### config.mk
export PLATFORM = sky130hd
export DESIGN_NAME = alu_input_ctrl
export DESIGN_NICKNAME = d
export VERILOG_FILES = /design/src/rtl/alu_input_ctrl.sv
export SDC_FILE = /design/constraint.sdc
export NUM_CORES = 1
export LEC_CHECK = 0
export CORE_MARGIN = 8
export CORE_UTILIZATION = 57
export DETAILED_ROUTE_END_ITERATION = 12
export PLACE_DENSITY = 0.95
export SLEW_MARGIN = 20
export SYNTH_ARGS = -nofsm -noshare
export SYNTH_HDL_FRONTEND = slang
export SYNTH_SLANG_ARGS = --single-unit
### constraint.sdc
create_clock -name clk -period 2.95 [get_ports clk]
set_input_delay 0.4425 -clock clk [delete_from_list [all_inputs] [get_ports clk]]
set_output_delay 0.4425 -clock clk [all_outputs]
set_load 0.05 [all_outputs]
### src/rtl/alu_input_ctrl.sv
`default_nettype none
// ============================================================================
// Module   : alu_input_ctrl
// Brief    : Debounced "execute" button front end that latches switch operands
//            and opcode, pulses start to the ALU and counts completed ops.
//            Define ALU_IN_SYNC_EN to put a two-flop synchronizer on btn_go.
// Revision : 1.0 - initial release
// ============================================================================
module alu_input_ctrl #(
    parameter int DB_CYCLES = 50000
) (
    input  logic       clk,
    input  logic       rst,
    input  logic [2:0] sw_a,
    input  logic [2:0] sw_b,
    input  logic [1:0] sw_op,
    input  logic       btn_go,
    input  logic       alu_done,
    output logic [2:0] portA,
    output logic [2:0] portB,
    output logic [1:0] opcode,
    output logic       start,
    output logic       busy,
    output logic [7:0] op_count
);

    localparam int          c_CNT_W    = 16;
    localparam logic [15:0] c_CNT_LAST = c_CNT_W'(DB_CYCLES - 1);

    typedef enum logic [2:0] {
        S_IDLE     = 3'd0,
        S_DEBOUNCE = 3'd1,
        S_START    = 3'd2,
        S_WAIT     = 3'd3,
        S_RELEASE  = 3'd4
    } state_t;

    state_t              r_state;
    state_t              w_state_next;
    logic [c_CNT_W-1:0]  r_cnt;
    logic [c_CNT_W-1:0]  w_cnt_next;
    logic                w_load;
    logic                w_done;
    logic                w_btn_s;
    logic [2:0]          r_port_a;
    logic [2:0]          r_port_b;
    logic [1:0]          r_opcode;
    logic                r_start;
    logic                r_busy;
    logic [7:0]          r_op_count;

`ifdef ALU_IN_SYNC_EN
    logic [1:0] r_sync;

    always_ff @(posedge clk or posedge rst) begin
        if (rst) begin
            r_sync <= 2'b00;
        end else begin
            r_sync <= {r_sync[0], btn_go};
        end
    end

    assign w_btn_s = r_sync[1];
`else
    assign w_btn_s = btn_go;
`endif

    always_ff @(posedge clk or posedge rst) begin
        if (rst) begin
            r_state    <= S_IDLE;
            r_cnt      <= '0;
            r_port_a   <= 3'd0;
            r_port_b   <= 3'd0;
            r_opcode   <= 2'd0;
            r_start    <= 1'b0;
            r_busy     <= 1'b0;
            r_op_count <= 8'd0;
        end else begin
            r_state <= w_state_next;
            r_cnt   <= w_cnt_next;
            if (w_load) begin
                r_port_a <= sw_a;
                r_port_b <= sw_b;
                r_opcode <= sw_op;
            end
            // Flags are derived from the next state so they are registered yet
            // line up exactly with the state they describe.
            r_start    <= (w_state_next == S_START);
            r_busy     <= (w_state_next == S_START) || (w_state_next == S_WAIT);
            r_op_count <= r_op_count + {7'd0, w_done};
        end
    end

    always_comb begin
        w_state_next = r_state;
        w_cnt_next   = r_cnt;
        w_load       = 1'b0;
        w_done       = 1'b0;
        case (r_state)
            S_IDLE: begin
                if (w_btn_s) begin
                    w_state_next = S_DEBOUNCE;
                    w_cnt_next   = '0;
                end
            end
            S_DEBOUNCE: begin
                if (!w_btn_s) begin
                    w_state_next = S_IDLE;
                    w_cnt_next   = '0;
                end else if (r_cnt == c_CNT_LAST) begin
                    w_state_next = S_START;
                    w_cnt_next   = '0;
                    w_load       = 1'b1;
                end else begin
                    w_cnt_next = r_cnt + 16'd1;
                end
            end
            S_START: begin
                w_state_next = S_WAIT;
            end
            S_WAIT: begin
                if (alu_done) begin
                    w_state_next = S_RELEASE;
                    w_cnt_next   = '0;
                    w_done       = 1'b1;
                end
            end
            S_RELEASE: begin
                // Any bounce back high restarts the release qualification.
                if (w_btn_s) begin
                    w_cnt_next = '0;
                end else if (r_cnt == c_CNT_LAST) begin
                    w_state_next = S_IDLE;
                    w_cnt_next   = '0;
                end else begin
                    w_cnt_next = r_cnt + 16'd1;
                end
            end
            default: begin
                w_state_next = S_IDLE;
                w_cnt_next   = '0;
            end
        endcase
    end

    assign portA    = r_port_a;
    assign portB    = r_port_b;
    assign opcode   = r_opcode;
    assign start    = r_start;
    assign busy     = r_busy;
    assign op_count = r_op_count;

endmodule
`default_nettype wire

==> results of run 1 <==
## metrics by stage
stage	power (mW)	cell area (sq um)
CTS	0.836	2310
global route	0.868	2310
finish	0.821	2310
global placement	0.575	2260
detailed placement	0.577	2260
floorplan	0.550	1900
## routing by layer
metal | wire length [um] | up-vias | share of wire
li1 | - | 731 | -
met1 | 1880 | 717 | 0.44
met2 | 1980 | 54 | 0.46
met3 | 325 | 10 | 0.076
met4 | 98 | 0 | 0.023
met5 | 0 | - | 0
## worst min-delay path: stages
cell and delay, ns:
clkdlybuf4s50_1 0.40, inv_1 0.05, buf_4 0.39
## logic make-up after synthesis
| group | synth area share |
|---|---|
| DFF | 0.488 |
| muxes | 0.0739 |
| xor gates and xnor gates | 0.0323 |
| and+or+nand+nor | 0.236 |
| adders and majority gates | 0.0198 |
| AOI/OAI and AO/OA | 0.118 |
| buffers and inverters | 0.0310 |
## power breakdown
group          switching (mW)  total (mW)  internal [mW]
registers             0.00444       0.514          0.510
clock network           0.164       0.255         0.0908
logic                  0.0278      0.0520         0.0243
## final cells by class
cell class / count / area [sq um] / area share
Tap cell: 46 / 57.6 / 0.0249
Clock buffer: 6 / 41.3 / 0.0179
Timing Repair Buffer: 34 / 328 / 0.142
Sequential cell: 37 / 926 / 0.401
Inverter: 9 / 33.8 / 0.0146
Clock inverter: 2 / 10.0 / 0.00434
Multi-Input combinational cell: 126 / 911 / 0.395
## cells in the final DEF (no fill, tap or decap), drive strengths merged, types with 4 or more instances in the layout
cell type / synthesis / routed
clkdlybuf4s50: 0 / 29
xnor2: 4 / 4
a31oi: 6 / 6
clkbuf: 1 / 6
nand2: 19 / 19
nand2b: 4 / 4
nand3: 11 / 11
dfrtp: 37 / 37
inv: 9 / 9
o211ai: 4 / 4
nand4: 9 / 9
mux2: 8 / 8
buf: 3 / 5
o21ai: 8 / 8
## worst paths after layout
check / startpoint / endpoint
max: r_cnt[0]$_DFFE_PP0P_ / opcode[1]$_DFFE_PP0P_
min: rst / portA[2]$_DFFE_PP0P_
max reg2reg: r_cnt[0]$_DFFE_PP0P_ / opcode[1]$_DFFE_PP0P_
min reg2reg: op_count[0]$_DFF_PP0_ / op_count[0]$_DFF_PP0_
max in group asynchronous: rst / op_count[2]$_DFF_PP0_
min in group clk: op_count[0]$_DFF_PP0_ / op_count[0]$_DFF_PP0_
## state kept, by name (all words and copies together) (netlist names)
register	count
busy	1
r_state	3
start	1
portA	3
portB	3
r_cnt	16
opcode	2
op_count	8
==> results by group, run 1 <==
Synthesis
  – EDFF count, synth: 0
  – Ys async rst share: 1.00
  – Top post-synthesis cells by count: 37 x dfrtp_1, 19 x nand2_1, 11 x nand3_1
  – Area leader, netlist: dfrtp_1
  – Top-count cell post-synth: dfrtp_1
  – Register area share after synthesis: 0.488
  – Synth Register Bits: 37
  – Top-area cell type share of the netlist area: 0.488
  – Synth warnings: 0
  – Unique masters post-synth: 48
  – Synth Flop Type: dfrtp_1
  – Syn nets: approximately 190
  – Most area-consuming cells after synthesis: dfrtp_1 49%, mux2_4 6.3%, nand2_1 3.8%
  – Post-Syn Instances: around 180
  – Syn_area_per_cell: roughly 11 sq um
  – Syn Std Cell Area: ~0.0019 sq mm

Power
  – Maximum vdd drop: 0.000201 V
  – Lkg Pwr: 1.03 nW
  – P per Cell Area: 356 mW/mm^2

Global route
  – Met2 GRT Util: 0.266
  – Number of global-route vias before repair: about 1500
  – GRT Max-Usage Layer: met2
  – Largest net degree at the start of global routing: 38
  – Grt met3 use: 0.0518
  – Met1 Track Usage GR: 0.216
  – Overflow after GRT: 0
  – GRT Total Usage: 0.173
  – Initial antenna violation count: 0
  – Wire length of the first global-routing pass: about 7000 um

Setup path
  – CP endpoint kind: register
  – Critical path arrival: ~2.3 ns
  – CP max stage cell: or2_1
  – Crit path cell chain: ha_1 -> and4b_1 -> nand4_2 -> or2_1 -> mux2_4
  – Max stage delay on crit path: about 0.46 ns
  – Worst reg2reg path depth: 5
  – Crit path launch type: register
  – Critical path class: reg2reg
  – CP Buf/Inv Count: 0
  – WP data required: between 3 and 4 ns
  – Largest delay share family, worst path: simple AND/OR/NAND/NOR gates
  – Worst-path maximum fanout: 10
  – Cell depth of the worst setup path: 5
  – Flop2flop setup slack: between 0.8 and 0.9 ns

Clocking
  – TritonCTS Buffers: 5
  – CTS clk-pin slew, worst paths: 0.11 ns
  – Postcts setup bufs: 0
  – Worst skew pair latency: roughly 0.34 ns
  – Root Driver: clkbuf_4
  – CTS tree: done
  – Clock Path Buffers: 2
  – Clock sink total: 37
  – PostCTS Resize Cnt: 0
  – CTS HTree Levels: 2
  – Hold Buf Count CTS: 0

Floorplanning
  – Core area: between 0.003 and 0.004 sq mm
  – Initial Utilization: 0.582
  – Num ports: 30
  – Die width: roughly 74 um
  – Die Y: around 74 um
  – Die area: ~0.0054 sq mm
  – # rows: 21

Timing
  – Final Max Tran Viols: 0
  – Setup ws final: between 0.8 and 0.9 ns
  – Hold WS: approximately 0.5 ns
  – Crit path time final: just over 2 ns
  – Fmax: roughly 480 MHz
  – Period utilization: 0.702
  – Setup TNS Final: 0 ns
  – Slew margin rel.: 0.653
  – Final-report hold violation count: 0
  – RSZ-0062 raised after global routing: false
  – Least-Margin Pin Slew: around 0.52 ns
  – Worst Clk Skew: roughly 0.004 ns
  – Final setup viols: 0

Layout
  – Share of cells above drive strength 1: 0.131
  – Final core occ: 0.708
  – Final nets: around 230
  – Non-filler cells, final: 260
  – Diodes inserted: 0
  – Post-synthesis to final-layout area growth: 21.7%
  – Layout fillers: 260

Drt
  – DRC errors left: 0
  – DRT Pass-1 Iters: 4
  – Via count: between 1500 and 2000
  – Post-Route WL: about 4300 um
  – Initial DRC count: 94
  – Antenna Nets Post-Route: 0
  – Vias per cell: between 5 and 6
  – Drt wl/cell: roughly 16 um

Outcome
  – Outcome: finished, final reports clean

Flow run
  – Maxcap violations: 0

Place
  – Setup slack at placement: approximately 0.75 ns
  – Dpl cells: 252
  – Port-buffer cells: 29
  – Hpwl dp: between 3000 and 4000 um
  – GP Congestion: just under 0.9

Worst hold path
  – Min-delay worst type: in2async
Power figures use the tool's default switching activity.
==> inputs of run 2 (changes only) <==
Settings changed: CORE_UTILIZATION 57 to 48, PLACE_DENSITY 0.95 to 0.86.
Clock period 2.95 ns to 1.8 ns, I/O delays scaled along.
==> run 2 against run 1 <==
  * Sequential share of layout area is 4.0 points lower
  * Largest cell class is now multi-input combinational cells
  * Register-to-register slack got worse by 0.83 ns
  * Sequential cell count did not move
  * Highest routed layer unchanged
  * Critical path type unchanged
==> results by group, run 2 (synthesized netlist as in run 1, its figures left out) <==
Place
  – Port-buffer cells: 29 (unchanged)
  – Hpwl dp: 3390 um (+7.1%)
  – Area after DPL: 0.00245 sq mm (+8.5%)
  – GP Congestion: 0.887 (+1.5%)

Layout
  – Top reg by flops: r_cnt
  – Diodes inserted: 0 (unchanged)
  – Design area: 0.00256 sq mm (+11%)
  – Largest register FFs: 16 (unchanged)
  – Post-synthesis to final-layout area growth: 35.2%
  – Layout fillers: 318 (+22%)
  – Final nets: 251 (+10%)
  – Commonest cells after routing, fill and taps aside: 37 x dfrtp_1, 33 x buf_4, 22 x clkdlybuf4s50_1, 19 x nand2_1, 11 x nand3_1
  – Share of cells above drive strength 1: 0.283 (+0.152)
  – Commonest non-fill, non-tap cell in the layout: dfrtp_1

Drt
  – Vias per cell: 5.76 (-1.0%)
  – DRT Pass-1 Iters: 4 (unchanged)
  – Post-Route WL: 4590 um (+7.4%)
  – Via count: 1652 (+9.3%)
  – Antenna Nets Post-Route: 0 (unchanged)
  – DRC errors left: 0 (unchanged)
  – Drt wl/cell: 16.0 um (-2.7%)
  – Initial DRC count: 108 (+15%)

Floorplanning
  – Die area: 0.00622 sq mm (+15%)
  – Core area: 0.00391 sq mm (+20%)
  – Die width: 78.8 um (+7.0%)
  – Num ports: 30 (unchanged)
  – Initial Utilization: 0.484 (-0.0975)
  – Die Y: 78.8 um (+7.0%)
  – # rows: 23 (+9.5%)

Setup path
  – Cell depth of the worst setup path: 6 (+1)
  – Worst-path maximum fanout: 4 (-6)
  – Worst setup path end: r_cnt[14]$_DFFE_PP0P_
  – Largest delay share family, worst path: simple AND/OR/NAND/NOR gates
  – Critical path arrival: 1.92 ns (-0.38 ns)
  – Crit path cell chain: ha_2 -> buf_4 -> nand3_1 -> or4_4 -> a31oi_1 -> o21ai_1
  – Crit path launch type: register
  – RR Endpoint: r_cnt[14]$_DFFE_PP0P_
  – CP endpoint kind: register
  – Flop2flop setup slack: 0.05 ns (-0.83 ns)
  – CP max stage cell: or4_4
  – Crit Reg-Reg Startpoint: r_cnt[1]$_DFFE_PP0P_
  – Worst setup path startpoint: r_cnt[1]$_DFFE_PP0P_
  – CP Buf/Inv Count: 1 (+1)
  – Max stage delay on crit path: 0.56 ns (+0.10 ns)
  – Worst reg2reg path depth: 6 (+1)
  – Critical path class: reg2reg
  – WP data required: 1.97 ns (-1.21 ns)

Power
  – Final Power: 1.57 mW (+91%)
  – Flop pwr share: 0.536 (-0.090)
  – P_int: 1.23 mW (+97%)
  – NetSw: 336 uW (+71%)
  – Sw Share: 0.214 (-0.0247)
  – Lkg Pwr: 1.20 nW (+16%)
  – Maximum vdd drop: 0.000300 V (+49%)
  – Gate power share: 0.066 (+0.003)
  – Clock power share: 0.398 (+0.088)
  – P per Cell Area: 611 mW/mm^2 (+72%)

Timing
  – Slew margin rel.: 0.657 (+0.00408)
  – Least-Margin Pin Slew: 0.512 ns (-0.00610 ns)
  – Fmax: 572 MHz (+19%)
  – Final-report hold violation count: 0 (unchanged)
  – Crit path time final: 1.75 ns (-0.324 ns)
  – Worst Clk Skew: 0.00351 ns (-0.000471 ns)
  – Period utilization: 0.971 (+0.269)
  – Setup TNS Final: 0 ns (unchanged)
  – Final Max Tran Viols: 0 (unchanged)
  – Final setup viols: 0 (unchanged)

Outcome
  – Outcome: finished, final reports clean

Global route
  – GRT Total Usage: 0.150 (-0.0227)
  – Initial antenna violation count: 0 (unchanged)
  – Wire length of the first global-routing pass: 7510 um (+4.2%)
  – Overflow after GRT: 0 (unchanged)
  – Number of global-route vias before repair: 1626 (+7.6%)
  – Largest net degree at the start of global routing: 34 (-11%)

Clocking
  – Root Driver: clkbuf_8
  – Worst skew pair latency: 0.28 ns (-0.06 ns)
  – Hold Buf Count CTS: 0 (unchanged)
  – CTS clk-pin slew, worst paths: 0.07 ns (-0.04 ns)
  – CTS HTree Levels: 2 (unchanged)
  – CTS tree: done
  – Clock Path Buffers: 2 (unchanged)
  – TritonCTS Buffers: 5 (unchanged)
  – Clock sink total: 37 (unchanged)

Worst hold path
  – Min-delay worst type: in2async

Flow run
  – Maxcap violations: 0 (unchanged)
[run 2: changes by cell type in the layout (fill, tap and decap cells not counted), sizes merged]
cell	change
clkdlybuf4s50	-7
clkinv	-1
buf	+30
clkbuf	+1
[run 2: worst min path at each step]
stage,from,to,slack (ns)
after floorplan,sw_op[0],opcode[0]$_DFFE_PP0P_,0.42
after global placement,op_count[7]$_DFF_PP0_,op_count[7]$_DFF_PP0_,0.46
after detailed placement,op_count[7]$_DFF_PP0_,op_count[7]$_DFF_PP0_,0.47
after CTS,rst,portB[1]$_DFFE_PP0P_,0.22
after global routing,rst,portB[1]$_DFFE_PP0P_,0.23
final,rst,portB[1]$_DFFE_PP0P_,0.22
[run 2: cell type report]
class	instances	area [sq um]	area share
inverter	9	33.8	0.0132
tap	50	62.6	0.0244
clock inverter	1	5.00	0.00195
timing repair buffer	57	499	0.195
sequential	37	926	0.361
multi-input combinational	126	941	0.367
clock buffer	7	96.3	0.0376
[run 2: power by group through the flow]
stage	clock [mW]	combinational (mW)	sequential, mW
global placement	0	0.0992	0.856
global route	0.687	0.114	0.840
detailed placement	0	0.102	0.856
CTS	0.642	0.103	0.840
floorplan	0	0.0438	0.857
finish	0.624	0.103	0.840
[run 2: metrics by stage]
stage	utilization	hold WS [ns]	std cells	setup WS, ns
after floorplan	-	0.419	176	0.0487
after global placement	0.626	0.464	280	-0.0297
after detailed placement	0.626	0.466	280	-0.0883
after CTS	0.651	0.220	287	0.0284
after global routing	0.655	0.225	287	-0.0116
final	0.655	0.218	287	0.0526
[run 2: worst reg2reg max path: cells and delay by family, from the launching register on]
family                   cells  cell delay [ns]
AND/OR/NAND/NOR              2             0.70
flip-flops                   1             0.37
AO/OA/AOI/OAI                2             0.27
adder cells (fa/ha/maj)      1             0.19
buffers and inverters        1             0.12
[run 2: layer usage]
metal	GRT usage	part of all wire
met5	0	0
met4	0.0500	0.017
met3	0.0440	0.065
met2	0.244	0.48
met1	0.186	0.44
[run 2: what timing repair did]
action | CTS | global route
endpoints found under the hold margin | 0 | 0
resized for setup | 2 | 8
pin swaps | 2 | 3
setup buffers | 0 | 1
endpoints found under the setup margin | 5 | 24
gates cloned | 0 | 0
==> inputs of run 3 (changes only) <==
Settings changed: CELL_PAD_IN_SITES_DETAIL_PLACEMENT set to 0, CELL_PAD_IN_SITES_GLOBAL_PLACEMENT set to 1, CORE_UTILIZATION 48 to 37, PLACE_DENSITY 0.86 to 0.85.
==> run 3 against run 2 <==
  * Critical path depth is 5 lower
  * Highest routed layer unchanged
  * Final cell count is 6.6% higher
  * Largest cell class unchanged
  * Global-route usage is 2.2 points lower
  * Largest power group unchanged
  * Clock skew is 0.0041 ns higher
  * Via count is 5.4% lower
  * Sequential share of layout area is 0.12 points higher
==> results by group, run 3 (synthesized netlist as in run 1, its figures left out) <==
Outcome
  – Outcome: finished, final reports clean

Layout
  – Top reg by flops: r_cnt
  – Largest register FFs: 16 (unchanged)
  – Layout fillers: 471 (+48%)
  – Share of cells above drive strength 1: 0.267 (-0.0158)
  – Commonest non-fill, non-tap cell in the layout: dfrtp_1
  – Diodes inserted: 0 (unchanged)
  – Final nets: 250 (-0.40%)
  – Commonest cells after routing, fill and taps aside: 35 x dfrtp_1, 32 x buf_4, 22 x clkdlybuf4s50_1, 19 x nand2_1, 11 x nand3_1
  – Post-synthesis to final-layout area growth: 35.2% (about the same)
  – Non-filler cells, final: 306 (+6.6%)

Place
  – Dpl cells: 297 (+6.1%)
  – Hpwl dp: 3290 um (-3.2%)
  – GP Congestion: 0.802 (-9.6%)
  – Port-buffer cells: 29 (unchanged)

Power
  – Final Power: 1.50 mW (-4.0%)
  – P per Cell Area: 587 mW/mm^2 (-4.0%)
  – Maximum vdd drop: 0.000264 V (-12%)
  – Lkg Pwr: 1.18 nW (-1.4%)

Clocking
  – Clock Path Buffers: 2 (unchanged)
  – CTS clk-pin slew, worst paths: 0.07 ns (about the same)
  – TritonCTS Buffers: 5 (unchanged)
  – Root Driver: clkbuf_8
  – Hold Buf Count CTS: 0 (unchanged)
  – Clock sink total: 37 (unchanged)
  – CTS tree: done
  – CTS HTree Levels: 2 (unchanged)
  – Worst skew pair latency: 0.29 ns (about the same)

Global route
  – Number of global-route vias before repair: 1616 (-0.62%)
  – Wire length of the first global-routing pass: 7690 um (+2.4%)
  – GRT Total Usage: 0.128 (-0.0217)
  – Initial antenna violation count: 0 (unchanged)
  – Overflow after GRT: 0 (unchanged)
  – Largest net degree at the start of global routing: 38 (+12%)

Timing
  – Final setup viols: 0 (unchanged)
  – Setup TNS Final: 0 ns (unchanged)
  – RSZ-0062 raised after global routing: false
  – Final Max Tran Viols: 0 (unchanged)
  – Least-Margin Pin Slew: 0.530 ns (+0.0177 ns)
  – Worst Clk Skew: 0.00763 ns (+0.00412 ns)
  – Period utilization: 0.962 (-0.00873)
  – Fmax: 577 MHz (+0.91%)
  – Crit path time final: 1.73 ns (-0.0157 ns)
  – Final-report hold violation count: 0 (unchanged)
  – Slew margin rel.: 0.646 (-0.0118)

Setup path
  – Worst reg2reg path depth: 5 (-1)
  – Largest delay share family, worst path: buffers and inverters
  – WP data required: 1.53 ns (-0.44 ns)
  – Worst-path maximum fanout: 2 (-2)
  – Crit path launch type: register
  – Cell depth of the worst setup path: 1 (-5)
  – Crit path cell chain: clkdlybuf4s50_1
  – Max stage delay on crit path: 0.83 ns (+0.27 ns)
  – Critical path arrival: 1.46 ns (-0.46 ns)
  – Critical path class: reg2out
  – CP Buf/Inv Count: 1 (unchanged)
  – CP max stage cell: clkdlybuf4s50_1
  – CP endpoint kind: output port

Drt
  – Antenna Nets Post-Route: 0 (unchanged)
  – Initial DRC count: 62 (-43%)
  – Drt wl/cell: 14.5 um (-9.4%)
  – Via count: 1563 (-5.4%)
  – DRC errors left: 0 (unchanged)
  – Vias per cell: 5.11 (-11%)
  – DRT Pass-1 Iters: 4 (unchanged)
  – Post-Route WL: 4440 um (-3.4%)

Worst hold path
  – Min-delay worst type: in2async

Floorplanning
  – Core area: 0.00501 sq mm (+28%)
  – Num ports: 30 (unchanged)
  – Die width: 87.6 um (+11%)
  – Initial Utilization: 0.378 (-0.106)
  – # rows: 26 (+13%)
  – Die area: 0.00767 sq mm (+23%)
  – Die Y: 87.6 um (+11%)

Flow run
  – Maxcap violations: 0 (unchanged)
-- run 3: cell types whose count changed in the layout (fill, tap and decap cells not counted), sizes merged --
cell and delta:
buf -1, clkinv +1, clkbuf -1
-- run 3: final cells by class --
class | instances | area, sq um | share of cell area
inverters | 9 | 33.8 | 0.0132
multi-input cells | 126 | 930 | 0.363
clock buffers | 6 | 72.6 | 0.0283
well taps | 70 | 87.6 | 0.0342
clock inverters | 2 | 10.0 | 0.00391
flip-flops and latches | 37 | 928 | 0.362
repair buffers | 56 | 500 | 0.195
-- run 3: final timing paths --
check / start / end / slack [ns]
worst min-delay path: rst / portA[1]$_DFFE_PP0P_ / 0.38
worst max-delay path: portB[1]$_DFFE_PP0P_ / portB[1] / 0.07
worst min register to register: op_count[7]$_DFF_PP0_ / op_count[7]$_DFF_PP0_ / 0.48
min in group clk: op_count[7]$_DFF_PP0_ / op_count[7]$_DFF_PP0_ / 0.48
worst max register to register: r_cnt[7]$_DFFE_PP0P_ / portB[0]$_DFFE_PP0P_ / 0.08
max in group asynchronous: rst / r_cnt[5]$_DFFE_PP0P_ / 1.07
-- run 3: metrics by stage --
step / utilization / setup WS (ns) / hold WS, ns / instance area (sq um)
after floorplan: - / 0.0487 / 0.419 / 1900
after global placement: 0.489 / -0.0777 / 0.467 / 2450
after detailed placement: 0.489 / -0.137 / 0.472 / 2450
after CTS: 0.506 / 0.0448 / 0.401 / 2530
after global routing: 0.511 / 0.00249 / 0.453 / 2560
final: 0.511 / 0.0683 / 0.385 / 2560
-- run 3: worst reg2reg max path: stages, from the launching register on --
cell     delay, ns
dfrtp_2       0.44
nor4b_2       0.31
nand4_2       0.15
or2_4         0.26
buf_12        0.15
mux2_4        0.30
-- run 3: repair_timing --
| item | CTS | global route |
|---|---|---|
| endpoints found under the setup margin | 1 | 10 |
| gates resized for setup | 1 | 6 |
| pin swaps | 0 | 0 |
| buffers inserted | 0 | 1 |
-- run 3: layer usage --
layer | share of wire | global-route usage | vias up
li1 | - | - | 773
met1 | 0.49 | 0.159 | 749
met2 | 0.45 | 0.205 | 37
met3 | 0.054 | 0.0394 | 4
met4 | 0.010 | 0.0453 | 0
met5 | 0 | 0 | -
-- run 3: power by group --
group          switching, mW  internal, mW
Sequential           0.00366         0.836
Clock                  0.294         0.269
Combinational         0.0522        0.0503
Total                  0.350          1.15
==> edit (flow settings as in run 3) <==
Change the localparam `c_CNT_W` from 16 to 24.
--- a/src/rtl/alu_input_ctrl.sv
+++ b/src/rtl/alu_input_ctrl.sv
@@ -26,3 +26,3 @@
 
-    localparam int          c_CNT_W    = 16;
+    localparam int          c_CNT_W    = 24;
     localparam logic [15:0] c_CNT_LAST = c_CNT_W'(DB_CYCLES - 1);
Check against the original RTL: no difference found for any inputs over 10 cycles, from zero or initial values and one cycle with rst high; that may be too few to reach the edited logic, so the function may still have changed.
==> edit against run 3 <==
The run now ends with setup timing left. Routed wire length increased by 37%. Design area is 35% higher. Sequential cell count up 8. Clock power grew 32%. Core utilization grew 7.4 points. Power increased by 31%. Non-clock buffer count up 39. Synthesized area grew 18%. Setup slack got worse by 270 ps. Largest cell class unchanged. Highest routed layer unchanged.
==> edit: results (changes against run 3) <==
- Switching fraction of total power: 22.52% (was 23.25%)
- Number of gates resized after cts: 17 (was 1)
- DR WL met2: 2896 µm (was 1991 µm)
- XOR/XNOR Fraction of Synth Area: 5.104% (was 3.234%)
- Worst setup slack after placement: -438.6 ps (was -136.6 ps)
- Met3 WL post-DR: 382 µm (was 239 µm)
- Leakage: 1.566 nW (was 1.182 nW)
- Post-CTS setup repair buffer count: 5 (was 0)
- Violated checks: setup timing
- Max FO, Critical Path: 5 (was 2)
- Setup CP Type: reg2reg (was reg2out)
- Placer's final routability congestion estimate: 0.8585 (was 0.8015)
- Average routed wire per standard cell: 15.57 µm (was 14.51 µm)
- Aggregate negative setup slack: -2627 ps (was 0 ps)
- Fraction of final layout cells sized beyond drive strength 1: 38.61% (was 26.69%)
- Post-Synthesis Net Count: 233 (was 191)
- Mean area per synthesized cell: 10.23 µm² (was 10.77 µm²)
- Run status: complete, but fails checks (was complete, no violations)
- Layout overhead on the synthesized area: 54.52% (was 35.18%)
- Endpoint of the worst setup timing path: r_cnt[23] (was portB[1])
- Critical-path top delay cell: sky130_fd_sc_hd__or4_4 (was sky130_fd_sc_hd__clkdlybuf4s50_1)
- GR Util met3: 3.837% (was 3.940%)
- Logic gate share of total power: 9.4% (was 6.8%)
- Worst setup slack after layout: -203.9 ps (was 68.34 ps)
- Endpoint arrival time on the critical path: 2230 ps (was 1460 ps)
- Setup violations, final: 27 (was 0)
- R2R Path Start: r_cnt[5] (was r_cnt[7])
- CTS clock-pin slew for the worst setup and hold paths: 90 ps (was 70 ps)
- Internal: 1.522 mW (was 1.154 mW)
- Number of fill cells: 478 (was 471)
- DRT met1 WL: 2687 µm (was 2164 µm)
- Compound-Gate Fraction of Synth Area: 11.39% (was 11.82%)
- Part of the power in registers: 52.8% (was 55.8%)
- Per-cell via count in the routed design: 5.276 (was 5.108)
- Total track usage: 13.78% (was 12.83%)
- Smallest hold slack: 251.9 ps (was 384.9 ps)
- Met1 Track Usage GR: 16.89% (was 15.92%)
[edit: cell count changes in the layout (fill, tap and decap cells not counted), moves of 4 or more]
cell and delta:
sky130_fd_sc_hd__dfrtp_1 +10, sky130_fd_sc_hd__buf_4 +29, sky130_fd_sc_hd__mux2_2 +7, sky130_fd_sc_hd__a21oi_1 +7
sky130_fd_sc_hd__nor2_1 +11, sky130_fd_sc_hd__mux2_4 -7, sky130_fd_sc_hd__o211ai_1 -4, sky130_fd_sc_hd__nand4_1 -5
sky130_fd_sc_hd__nand3_2 +5, sky130_fd_sc_hd__o21ai_0 +8, sky130_fd_sc_hd__nand2_1 -6, sky130_fd_sc_hd__buf_6 +7
sky130_fd_sc_hd__or3_1 +6
[edit: final cells by class]
cell class	count	share of cell area (%)
Clock buffer	5	1.996
Clock inverter	2	1.016
Inverter	10	1.089
Multi-Input combinational cell	159	35.72
Sequential cell	45	32.67
Tap cell	75	2.722
Timing Repair Buffer	95	24.79
